<file path="src/rtl/conv1_dense_seq_ctrl_if.sv">
// Handshake bundle between the conv1 dense sequencer (slave) and its host/datapath side (master).
// With CONV1_SEQ_STALL_CNT_EN defined, the bundle also carries stall_cnt.
interface conv1_dense_seq_ctrl_if #(
  parameter int COL_W = 5,
  parameter int CNT_W = 16
);
  logic             start;
  logic             cfg_mx_en;
  logic             halt;
  logic             fea_v;
  logic             fea_req;
  logic [COL_W-1:0] col_sel;
  logic             elem_v;
  logic             mx_issue;
  logic             acc_clr;
  logic             busy;
  logic             done;
  logic [CNT_W-1:0] grp_cnt;
`ifdef CONV1_SEQ_STALL_CNT_EN
  logic [CNT_W-1:0] stall_cnt;

  modport master (
    output start, cfg_mx_en, halt, fea_v,
    input  fea_req, col_sel, elem_v, mx_issue, acc_clr, busy, done, grp_cnt, stall_cnt
  );
  modport slave (
    input  start, cfg_mx_en, halt, fea_v,
    output fea_req, col_sel, elem_v, mx_issue, acc_clr, busy, done, grp_cnt, stall_cnt
  );
`else
  modport master (
    output start, cfg_mx_en, halt, fea_v,
    input  fea_req, col_sel, elem_v, mx_issue, acc_clr, busy, done, grp_cnt
  );
  modport slave (
    input  start, cfg_mx_en, halt, fea_v,
    output fea_req, col_sel, elem_v, mx_issue, acc_clr, busy, done, grp_cnt
  );
`endif
endinterface

</file>
<file path="src/rtl/conv1_dense_seq_ctrl.sv">
// Sequencer for the conv1 layer-1 dense datapath: fetch, issue (bypass or mx), drain, clear.
// Optional CONV1_SEQ_STALL_CNT_EN adds a saturating count of halted busy cycles (stall_cnt).
module conv1_dense_seq_ctrl #(
  parameter int NUM_COL   = 25,
  parameter int COL_W     = 5,
  parameter int ACC_LEN   = 75,
  parameter int NUM_GRP   = 64,
  parameter int CNT_W     = 16,
  parameter int DRAIN_CYC = 4,
  parameter int MX_LAT    = 6
) (
  input logic                   clk,
  input logic                   rst,
  conv1_dense_seq_ctrl_if.slave bus
);
  typedef enum logic [2:0] {
    S_IDLE, S_FETCH, S_WAIT_WORD, S_ISSUE, S_DRAIN, S_CLEAR, S_DONE
  } state_e;

  localparam int                 DRN_W    = $clog2(DRAIN_CYC + MX_LAT + 1);
  // DRAIN holds one cycle fewer than the drain length: the CLEAR cycle itself completes it.
  localparam logic [DRN_W-1:0]   DRN_BYP  = DRN_W'(DRAIN_CYC - 1);
  localparam logic [DRN_W-1:0]   DRN_MX   = DRN_W'(DRAIN_CYC + MX_LAT - 1);
  localparam logic [COL_W-1:0]   COL_LAST = COL_W'(NUM_COL - 1);
  localparam logic [CNT_W-1:0]   ACC_LAST = CNT_W'(ACC_LEN - 1);
  localparam logic [CNT_W-1:0]   GRP_LAST = CNT_W'(NUM_GRP - 1);

  state_e           state_q, state_d;
  logic             mx_q, mx_d;
  logic             pend_q, pend_d;
  logic [COL_W-1:0] col_q, col_d;
  logic [CNT_W-1:0] elem_q, elem_d;
  logic [CNT_W-1:0] grp_q, grp_d;
  logic [DRN_W-1:0] drn_q, drn_d;
`ifdef CONV1_SEQ_STALL_CNT_EN
  logic [CNT_W-1:0] stall_q, stall_d;
`endif

  always_comb begin
    // NOTE: every _d defaults to its _q first, so no path through this block infers a latch.
    state_d = state_q;
    mx_d    = mx_q;
    pend_d  = pend_q;
    col_d   = col_q;
    elem_d  = elem_q;
    grp_d   = grp_q;
    drn_d   = drn_q;

    // A word that cannot be consumed right now is remembered for the next WAIT_WORD.
    if (bus.fea_v && (bus.halt || state_q != S_WAIT_WORD)) pend_d = 1'b1;

    if (!bus.halt) begin
      unique case (state_q)
        S_IDLE: if (bus.start) begin
          mx_d    = bus.cfg_mx_en;
          pend_d  = 1'b0;
          col_d   = '0;
          elem_d  = '0;
          grp_d   = '0;
          state_d = S_FETCH;
        end
        S_FETCH: state_d = S_WAIT_WORD;
        S_WAIT_WORD: if (bus.fea_v || pend_q) begin
          pend_d  = 1'b0;
          col_d   = '0;
          state_d = S_ISSUE;
        end
        S_ISSUE: begin
          elem_d = elem_q + 1'b1;
          if (!mx_q) col_d = (col_q == COL_LAST) ? '0 : col_q + 1'b1;
          if (elem_q == ACC_LAST) begin
            drn_d   = mx_q ? DRN_MX : DRN_BYP;
            state_d = S_DRAIN;
          end else if (mx_q || col_q == COL_LAST) begin
            state_d = S_FETCH;
          end
        end
        S_DRAIN: begin
          if (drn_q <= DRN_W'(1)) state_d = S_CLEAR;
          else                    drn_d   = drn_q - 1'b1;
        end
        S_CLEAR: begin
          elem_d = '0;
          grp_d  = grp_q + 1'b1;
          // A partly consumed bypass word feeds the next group without a refetch.
          if (grp_q == GRP_LAST)        state_d = S_DONE;
          else if (!mx_q && col_q != '0) state_d = S_ISSUE;
          else                           state_d = S_FETCH;
        end
        S_DONE:  state_d = S_IDLE;
        default: state_d = S_IDLE;
      endcase
    end
  end

`ifdef CONV1_SEQ_STALL_CNT_EN
  always_comb begin
    stall_d = stall_q;
    if (state_q == S_IDLE && bus.start && !bus.halt)           stall_d = '0;
    else if (state_q != S_IDLE && bus.halt && stall_q != '1)   stall_d = stall_q + 1'b1;
  end
`endif

  always_ff @(posedge clk or posedge rst) begin
    // NOTE: sequential state is updated with non-blocking assignments only.
    if (rst) begin
      state_q <= S_IDLE;
      mx_q    <= 1'b0;
      pend_q  <= 1'b0;
      col_q   <= '0;
      elem_q  <= '0;
      grp_q   <= '0;
      drn_q   <= '0;
`ifdef CONV1_SEQ_STALL_CNT_EN
      stall_q <= '0;
`endif
    end else begin
      state_q <= state_d;
      mx_q    <= mx_d;
      pend_q  <= pend_d;
      col_q   <= col_d;
      elem_q  <= elem_d;
      grp_q   <= grp_d;
      drn_q   <= drn_d;
`ifdef CONV1_SEQ_STALL_CNT_EN
      stall_q <= stall_d;
`endif
    end
  end

  // Strobes decode from registered state; halt is the only input allowed to gate them.
  assign bus.busy     = (state_q != S_IDLE);
  assign bus.fea_req  = (state_q == S_FETCH) && !bus.halt;
  assign bus.elem_v   = (state_q == S_ISSUE) && !mx_q && !bus.halt;
  assign bus.mx_issue = (state_q == S_ISSUE) &&  mx_q && !bus.halt;
  assign bus.acc_clr  = (state_q == S_CLEAR) && !bus.halt;
  assign bus.done     = (state_q == S_DONE)  && !bus.halt;
  assign bus.col_sel  = col_q;
  assign bus.grp_cnt  = grp_q;
`ifdef CONV1_SEQ_STALL_CNT_EN
  assign bus.stall_cnt = stall_q;
`endif
endmodule

</file>
<file path="src/flat_wrapper.sv">
// flat-port wrapper written by rule: the top's interface ports become plain ports
module conv1_dense_seq_ctrl_flat 
#(
  parameter int NUM_COL   = 25,
  parameter int COL_W     = 5,
  parameter int ACC_LEN   = 75,
  parameter int NUM_GRP   = 64,
  parameter int CNT_W     = 16,
  parameter int DRAIN_CYC = 4,
  parameter int MX_LAT    = 6
)
  (clk, rst, bus_start, bus_cfg_mx_en, bus_halt, bus_fea_v, bus_fea_req, bus_col_sel, bus_elem_v, bus_mx_issue, bus_acc_clr, bus_busy, bus_done, bus_grp_cnt);
  conv1_dense_seq_ctrl_if #(.COL_W(COL_W), .CNT_W(CNT_W)) bus_i ();
  input logic clk;
  input logic rst;
  input wire logic [$bits(bus_i.start)-1:0] bus_start;
  input wire logic [$bits(bus_i.cfg_mx_en)-1:0] bus_cfg_mx_en;
  input wire logic [$bits(bus_i.halt)-1:0] bus_halt;
  input wire logic [$bits(bus_i.fea_v)-1:0] bus_fea_v;
  output wire logic [$bits(bus_i.fea_req)-1:0] bus_fea_req;
  output wire logic [$bits(bus_i.col_sel)-1:0] bus_col_sel;
  output wire logic [$bits(bus_i.elem_v)-1:0] bus_elem_v;
  output wire logic [$bits(bus_i.mx_issue)-1:0] bus_mx_issue;
  output wire logic [$bits(bus_i.acc_clr)-1:0] bus_acc_clr;
  output wire logic [$bits(bus_i.busy)-1:0] bus_busy;
  output wire logic [$bits(bus_i.done)-1:0] bus_done;
  output wire logic [$bits(bus_i.grp_cnt)-1:0] bus_grp_cnt;
  assign bus_i.start = bus_start;
  assign bus_i.cfg_mx_en = bus_cfg_mx_en;
  assign bus_i.halt = bus_halt;
  assign bus_i.fea_v = bus_fea_v;
  assign bus_fea_req = bus_i.fea_req;
  assign bus_col_sel = bus_i.col_sel;
  assign bus_elem_v = bus_i.elem_v;
  assign bus_mx_issue = bus_i.mx_issue;
  assign bus_acc_clr = bus_i.acc_clr;
  assign bus_busy = bus_i.busy;
  assign bus_done = bus_i.done;
  assign bus_grp_cnt = bus_i.grp_cnt;
  conv1_dense_seq_ctrl #(.NUM_COL(NUM_COL), .COL_W(COL_W), .ACC_LEN(ACC_LEN), .NUM_GRP(NUM_GRP), .CNT_W(CNT_W), .DRAIN_CYC(DRAIN_CYC), .MX_LAT(MX_LAT)) u_core (.clk(clk), .rst(rst), .bus(bus_i));
endmodule
</file>
<file path="config.mk">
export PLATFORM = sky130hd
export DESIGN_NAME = conv1_dense_seq_ctrl_flat
export DESIGN_NICKNAME = d
export VERILOG_FILES = /design/src/rtl/conv1_dense_seq_ctrl_if.sv /design/src/rtl/conv1_dense_seq_ctrl.sv /design/src/flat_wrapper.sv
export SDC_FILE = /design/constraint.sdc
export NUM_CORES = 1
export LEC_CHECK = 0
export ABC_AREA = 1
export CORE_ASPECT_RATIO = 2
export CORE_MARGIN = 5
export CORE_UTILIZATION = 30
export DETAILED_ROUTE_END_ITERATION = 8
export HOLD_SLACK_MARGIN = 0.06
export SKIP_LAST_GASP = 1
export SYNTH_ARGS = -nofsm -noshare
export SYNTH_HDL_FRONTEND = slang
export SYNTH_SLANG_ARGS = --single-unit
</file>
<file path="constraint.sdc">
create_clock -name clk -period 2.8 [get_ports clk]
set_input_delay 0.42 -clock clk [delete_from_list [all_inputs] [get_ports clk]]
set_output_delay 0.42 -clock clk [all_outputs]
set_load 0.1 [all_outputs]
</file>
Word-level counts from Yosys, hierarchy flattened. Cells that the tools add are included. Widths: inputs -> output; s select.

Register bits after elaboration: 46. Bits of input ports: 6. Output and inout bits: 27. Logic and storage cells: 82.

Add/subtract/negate cells: 4. Magnitude comparators: 1. Equality and inequality tests: 17. Mux-type cells: 25. Bitwise operators: 1. Reductions and logical operators: 27.

Operators by type and width (count): $pmux 16 s3 (1); $add 16x1->16 const B (2); $pmux 16 s2 (1); $mux 5 (4); $mux 3 (6); $pmux 3 s6 (1); $eq 16x6->1 const B (1); $eq 16x7->1 const B (1); $mux 16 (1); $pmux 5 s3 (1); $mux 4 (3); $reduce_and 5->1 (2); $eq 3x3->1 const B (3); $logic_and 1x1->1 (9); $reduce_and 3->1 (3); $reduce_bool 3->1 (3); $pmux 4 s2 (1); $eq 3x2->1 const B (2); $ne 2x1->1 const B (3); $ne 2x2->1 const B (3); $add 5x1->5 const B (1); $eq 5x5->1 const B (1); $reduce_bool 5->1 (1); $le 4x1->1 const B (1); 13 further kinds (20).

Longest topological paths before layout.
Depth after elaboration: 7. Depth in mapped cells: 12. Mapped depth without buffers: 12.

Worst setup path before layout. OpenSTA, ideal clock, no wires.

Path kind: register -> output. From: reg u_core.state_q[0]. To: out bus_done. Arrival time: 2.647 ns. Required time: 2.380 ns. Path slack: -0.267 ns. Stages on the path, launching flop included: 5. Buffers on the path: 1. Path through: dfrtp_1 -> buf_6 -> clkinv_1 -> nand2_1 -> nor3_1.

Word-level cells in the longest chain between the ends: 2.

RTL lines: start, declared (RTL line conv1_dense_seq_ctrl.sv:28) `state_e state_q, state_d;`; start signal, assigned (RTL line conv1_dense_seq_ctrl.sv:118) `state_q <= state_d;`; $eq 3x3->1 (RTL line conv1_dense_seq_ctrl.sv:137) `assign bus.done = (state_q == S_DONE) && !bus.halt;`; $logic_and 1x1->1 (RTL line conv1_dense_seq_ctrl.sv:137); end, declared (RTL line flat_wrapper.sv:26) `output wire logic [$bits(bus_i.done)-1:0] bus_done;`.

No other way between the ends.

Final worst setup path.
From: reg u_core.state_q[1]. To: out bus_acc_clr.

Word-level cells in the longest chain between the ends: 2.

RTL lines: $eq 3x3->1 (RTL line conv1_dense_seq_ctrl.sv:136) `assign bus.acc_clr = (state_q == S_CLEAR) && !bus.halt;`; $logic_and 1x1->1 (RTL line conv1_dense_seq_ctrl.sv:136); end, declared (RTL line flat_wrapper.sv:24) `output wire logic [$bits(bus_i.acc_clr)-1:0] bus_acc_clr;`.

No other way between the ends.

==> metrics.csv <==
metric,value,unit
initial antenna violation count,0,
H-tree lvl count,2,
CP most frequent cell,inv_1,
Fin Setup TNS,0,ps
HP Class,reg2reg,
Die H,154,µm
kind of critical path,reg2out,
Fill cells,1138,
maximum VDD drop,359,µV
Final Skew,5.22,ps
vias per inst,5.01,
I/O Pins,33,
CTS sink cnt,46,
IO buf count,32,
critical path's slowest cell,dfrtp_1,
first-pass GRT wire length,15200,µm
vias in the first global route,3325,
Worst setup EP type,output pin,
cts repair resizes,0,
root buffer cell,clkbuf_16,
post-CTS setup buffer count,0,
Placer Congestion,0.859,
clk slew on worst S/H paths,70,ps
total CTS buffers,5,
startpoint types,flip-flop,
syn nets,484,
Peak Freq,0.446,GHz
Initial Utilization,30.7,%
most frequent cells after synthesis,"nand2_1, nor2_1, inv_1, dfrtp_1, nand3_1",
max cap viols,0,
Yosys cell types,30,
fin. max-slew vios,0,
via count,3204,
status,"complete, no violations",
mean area per synthesized cell,6.61,µm²
"antenna viol nets, final",0,
Total GRT Usage,15.3,%
Final min period,2240,ps
Die Footprint,12600,µm²
final WL,9040,µm
area delta synth->final,20.7,%
share of layout cells above drive strength 1,9.72,%
"Cell Chain, Critical Path",inv_1 > nand3_1 > inv_1 > buf_4 > nand2_1 > inv_1 > buf_12,
FF+latch area,1150,µm²
row count,52,
Post-synth EDFFs,0,
largest net degree at the start of global routing,26,
final number of setup-violating endpoints,0,
Total Power,2590,µW
chip width,82.1,µm
GR Overflow Total,0,
total of warnings raised by yosys,0,
CTS tree,built,
hold_buf cts,0,
Crit path required time,2380,ps
core area,10100,µm²
Synth area leader,dfrtp_1,
Synth Instances,471,
period utilization,80.0,%
final hold vios,0,
WP data arrival,1820,ps
Worst-Margin Slew,612,ps
TritonRoute pass-1 iters,4,
Ant. Diodes,0,
1st-iter DRT viols,153,
asr flop ratio synth,100,%
commonest register cell after synthesis,dfrtp_1,
Final Instance Area,3760,µm²
register area share after synthesis,36.9,%
maximum root-to-sink buffer count,2,
max incr delay on CP,480,ps
RSZ-0062 raised after global routing,false,
Nets,516,
Max transition margin,59.1,%
"count leader, synth",nand2_1,
largest cells by area after synthesis,"dfrtp_1, nand2_1, nor2_1, nand4_1, inv_1",
clock insertion delay at the later pin of the skew report,290,ps
Power Density,690,nW/µm²
wire per inst,14.1,µm
Post-DP Area,3560,µm²
"FF+latch count, synth",46,
multi-input logic area,1650,µm²
Netlist Area Pre-Place,3120,µm²
CP max FO,12,
LEAKAGE,0.00188,µW
drt drc,0,
post-synth top area share,36.9,%
Detail Placement HPWL,7050,µm
placed cells by master (no fill, tap or decap), types with 5 or more instances in the layout:
cell               n
dfrtp_1           46
ha_1               7
clkdlybuf4s50_1    5
nor2_1            64
inv_1             58
clkbuf_16          5
a21oi_1            9
o21bai_1           6
nand3_1           40
nand4_1           36
o21ai_0           23
nand2_1          149
buf_4             25
buf_12             6
critical path, delay by kind of cell, from the launching register on:
family | cells | cell delay [ps]
buf+inv | 5 | 770
flops | 1 | 480
simple gates | 2 | 270
power breakdown:
part           leakage (µW)  internal [µW]  switching [µW]
registers          0.000625            742             102
clock network     0.0000971            537             275
logic               0.00116            256             683
kinds of logic after synthesis:
group / share of synthesized area [%]
simple gates: 41.7
buf+inv: 10.1
compound gates: 8.11
fa+ha+maj: 2.81
flops: 36.9
xor+xnor: 0.281
path summary, 6_finish.rpt:
kind,from,end,slack [ps],cells after the start
max,u_core.state_q[1],bus_acc_clr,560,7
min,u_core.drn_q[1],u_core.drn_q[1],480,2
max reg2reg,u_core.state_q[1],u_core.bus.grp_cnt[8],740,9
min reg2reg,u_core.drn_q[1],u_core.drn_q[1],480,2
max in group asynchronous,rst,u_core.elem_q[10],1740,3
min in group asynchronous,rst,u_core.bus.col_sel[2],500,2
metrics by stage:
stage               hold slack [ps]  instances  utilization, %  setup WS [ps]
finish                          477        639            37.0            559
global route                    507        639            37.0            449
CTS                             479        639            37.0            568
detailed placement              463        631            35.1            505
global placement                456        631            35.1            563
floorplan                       442        471               -            360
metal layers:
| layer | global-route usage (%) | share of wire, % | up-vias |
|---|---|---|---|
| li1 | - | - | 1585 |
| met1 | 15.3 | 36 | 1527 |
| met2 | 28.5 | 56 | 68 |
| met3 | 2.11 | 2.8 | 24 |
| met4 | 9.11 | 4.8 | 0 |
| met5 | 0 | 0 | - |
state kept, by name (all words and copies together), names as in the netlist:
signal,cells
u_core.drn_q,4
u_core.state_q,3
u_core.bus.col_sel,5
u_core.elem_q,16
u_core.bus.grp_cnt,16
u_core.pend_q,1
u_core.mx_q,1
layout make-up:
cell class                 instances  area share (%)
clock buffer                       6            3.69
clock inverter                     2            1.60
inverter                          61            6.09
multi-input combinational        353            44.0
sequential                        46            30.6
tap                              135            4.49
timing repair buffer              36            9.52
No activity file was read; power rests on OpenSTA's default activity.
==> variant (same settings) <==
Reset style: synchronous (`rst`), changed in one clocked block.
--- a/src/rtl/conv1_dense_seq_ctrl.sv
+++ b/src/rtl/conv1_dense_seq_ctrl.sv
@@ -101,7 +101,7 @@
   end
 `endif
 
-  always_ff @(posedge clk or posedge rst) begin
+  always_ff @(posedge clk) begin
     // NOTE: sequential state is updated with non-blocking assignments only.
     if (rst) begin
       state_q <= S_IDLE;
Function: differs if rst is asserted again (counterexample within 4 cycles, from zero or initial values and one cycle with rst high); with rst held inactive, the same outputs for 10 cycles.
==> variant against the original RTL <==
Count of clock-buffer cells in the layout stayed put; area after synthesis is 6.7% lower; first-iteration DRC count is 33% lower; synthesized cell count is 11% lower; sequential cell count stayed put; final area is 6.2% lower; final cell count is 8.1% lower; worst setup slack better by 0.011 ns; fmax is 0.51% higher; routed wire length is 21% lower; critical endpoint is now bus_mx_issue.
Power is not compared: it rests on default switching activity, and its combinational part moved more than twofold at a synthesized area within 25%.
==> variant: results (changes against the original RTL) <==
Setup slack at placement -> 0.604 ns (+0.0996 ns)
Syn Nets -> 433 (-11%)
Initial antenna violation count -> 0 (unchanged)
Critical-path maximum fanout -> 5 (-7)
Iteration-0 DRC Markers -> 102 (-33%)
Postcts setup bufs -> 0 (unchanged)
CTS Buf Count -> 5 (unchanged)
HP Class -> flip-flop to flip-flop
# diodes -> 0 (unchanged)
Layout cells sized above 1 -> 0.215 (+0.118)
Top cells by count, synth -> 91 x nand2_1, 67 x nor2_1, 54 x inv_1
Dpl hpwl -> 5830 um (-17%)
Top FF cell, synth -> dfxtp_1
Max Root-Sink Buffers -> 2 (unchanged)
Worst clock skew -> 0.00852 ns (+0.00329 ns)
Critical Path AT -> 1.81 ns
Status -> finished clean
Crit-path max cell delay -> 0.55 ns (+0.07 ns)
Max H-tree Level -> 2 (unchanged)
Root buf cell -> clkbuf_16
Cells after Synth -> 420 (-11%)
Top cells by area, synth -> dfxtp_1 32%, nand2_1 12%, nor2_1 8.6%
Compound-Gate Fraction of Synth Area -> 0.107 (+0.0260)
Post-synth cell types -> 37 (+23%)
Top Family by Delay on Critical Path -> simple AND/OR/NAND/NOR gates
Ys async rst share -> 0 (-1.00)
Final GP Congestion -> 0.873 (+1.6%)
Slowest cell on crit path -> dfxtp_1
Fillers -> 1028 (-9.7%)
Clock latency on the worst-skew pair -> 0.30 ns
XOR/XNOR Fraction of Synth Area -> 0.00301 (+0.000201)
Routed wire per std cell -> 12.2 um (-14%)
Clock slew at reported path FFs -> 0.07 ns (about the same)
Drt total wl -> 7180 um (-21%)
Mux cell area share after synthesis -> 0 (unchanged)
Placed instance count -> 579 (-8.2%)
Placement Cell Area -> 3330 sq um (-6.5%)
Synthesis warning total -> 0 (unchanged)
Adder-cell share of the synthesized area -> 0.0301 (+0.00201)
P_leak -> 1.50 nW
Actual slew at the worst max-slew pin -> 0.563 ns (-0.0490 ns)
1st-pass router iterations -> 6 (+2)
Peak VDD IR -> 0.000286 V
Vias in the first global route -> 2631 (-21%)
Total GRT Usage -> 0.128 (-0.0255)
Total number of vias -> 2692 (-16%)
Layout net count -> 467 (-9.5%)
Largest net degree at the start of global routing -> 15 (-42%)
First-pass GRT wire length -> 11900 um (-22%)
Sequential area share after synthesis -> 0.317 (-0.0528)
variant: cell types whose count changed in the layout (fill, tap and decap cells not counted), moves of 6 or more:
cell and change:
dfrtp_1 -46, o21bai_1 -6, nor2_4 +8, a21oi_1 +19
nor3_1 +7, nand2_1 -58, nand2_2 +12, nand3_1 -25
o21ai_1 +6, o21ai_0 -9, nand4_1 -32, dfxtp_1 +46
variant: power breakdown:
part           leakage, nW  internal, mW  switching (mW)
sequential           0.372         0.664          0.0125
combinational         1.03        0.0565           0.139
clock               0.0971         0.536           0.267
variant: final timing paths:
| kind | startpoint | to | slack (ns) | cells past startpoint |
|---|---|---|---|---|
| min reg2reg | u_core.bus.col_sel[3]$_SDFFE_PP0P_ | u_core.bus.col_sel[4]$_SDFFE_PP0P_ | 0.50 | 2 |
| min | u_core.bus.col_sel[3]$_SDFFE_PP0P_ | u_core.bus.col_sel[4]$_SDFFE_PP0P_ | 0.50 | 2 |
| max | u_core.state_q[0]$_SDFFE_PP0P_ | bus_mx_issue | 0.57 | 5 |
| max reg2reg | u_core.state_q[2]$_SDFFE_PP0P_ | u_core.elem_q[15]$_SDFFE_PP0P_ | 0.93 | 11 |
variant: layer usage:
metal  wire length (um)  GRT usage  vias up
met2               4090      0.256       52
met1               2580      0.117     1226
li1                   -          -     1400
met3                286     0.0242       14
met5                  0          0        -
met4                227     0.0620        0
variant: layout make-up:
type | instances | area [sq um] | area share
Multi-Input combinational cell | 304 | 1660 | 0.472
Clock inverter | 2 | 60.1 | 0.0170
Sequential cell | 46 | 921 | 0.261
Clock buffer | 6 | 139 | 0.0394
Timing Repair Buffer | 35 | 338 | 0.0958
Inverter | 62 | 240 | 0.0681
Tap cell | 132 | 165 | 0.0468
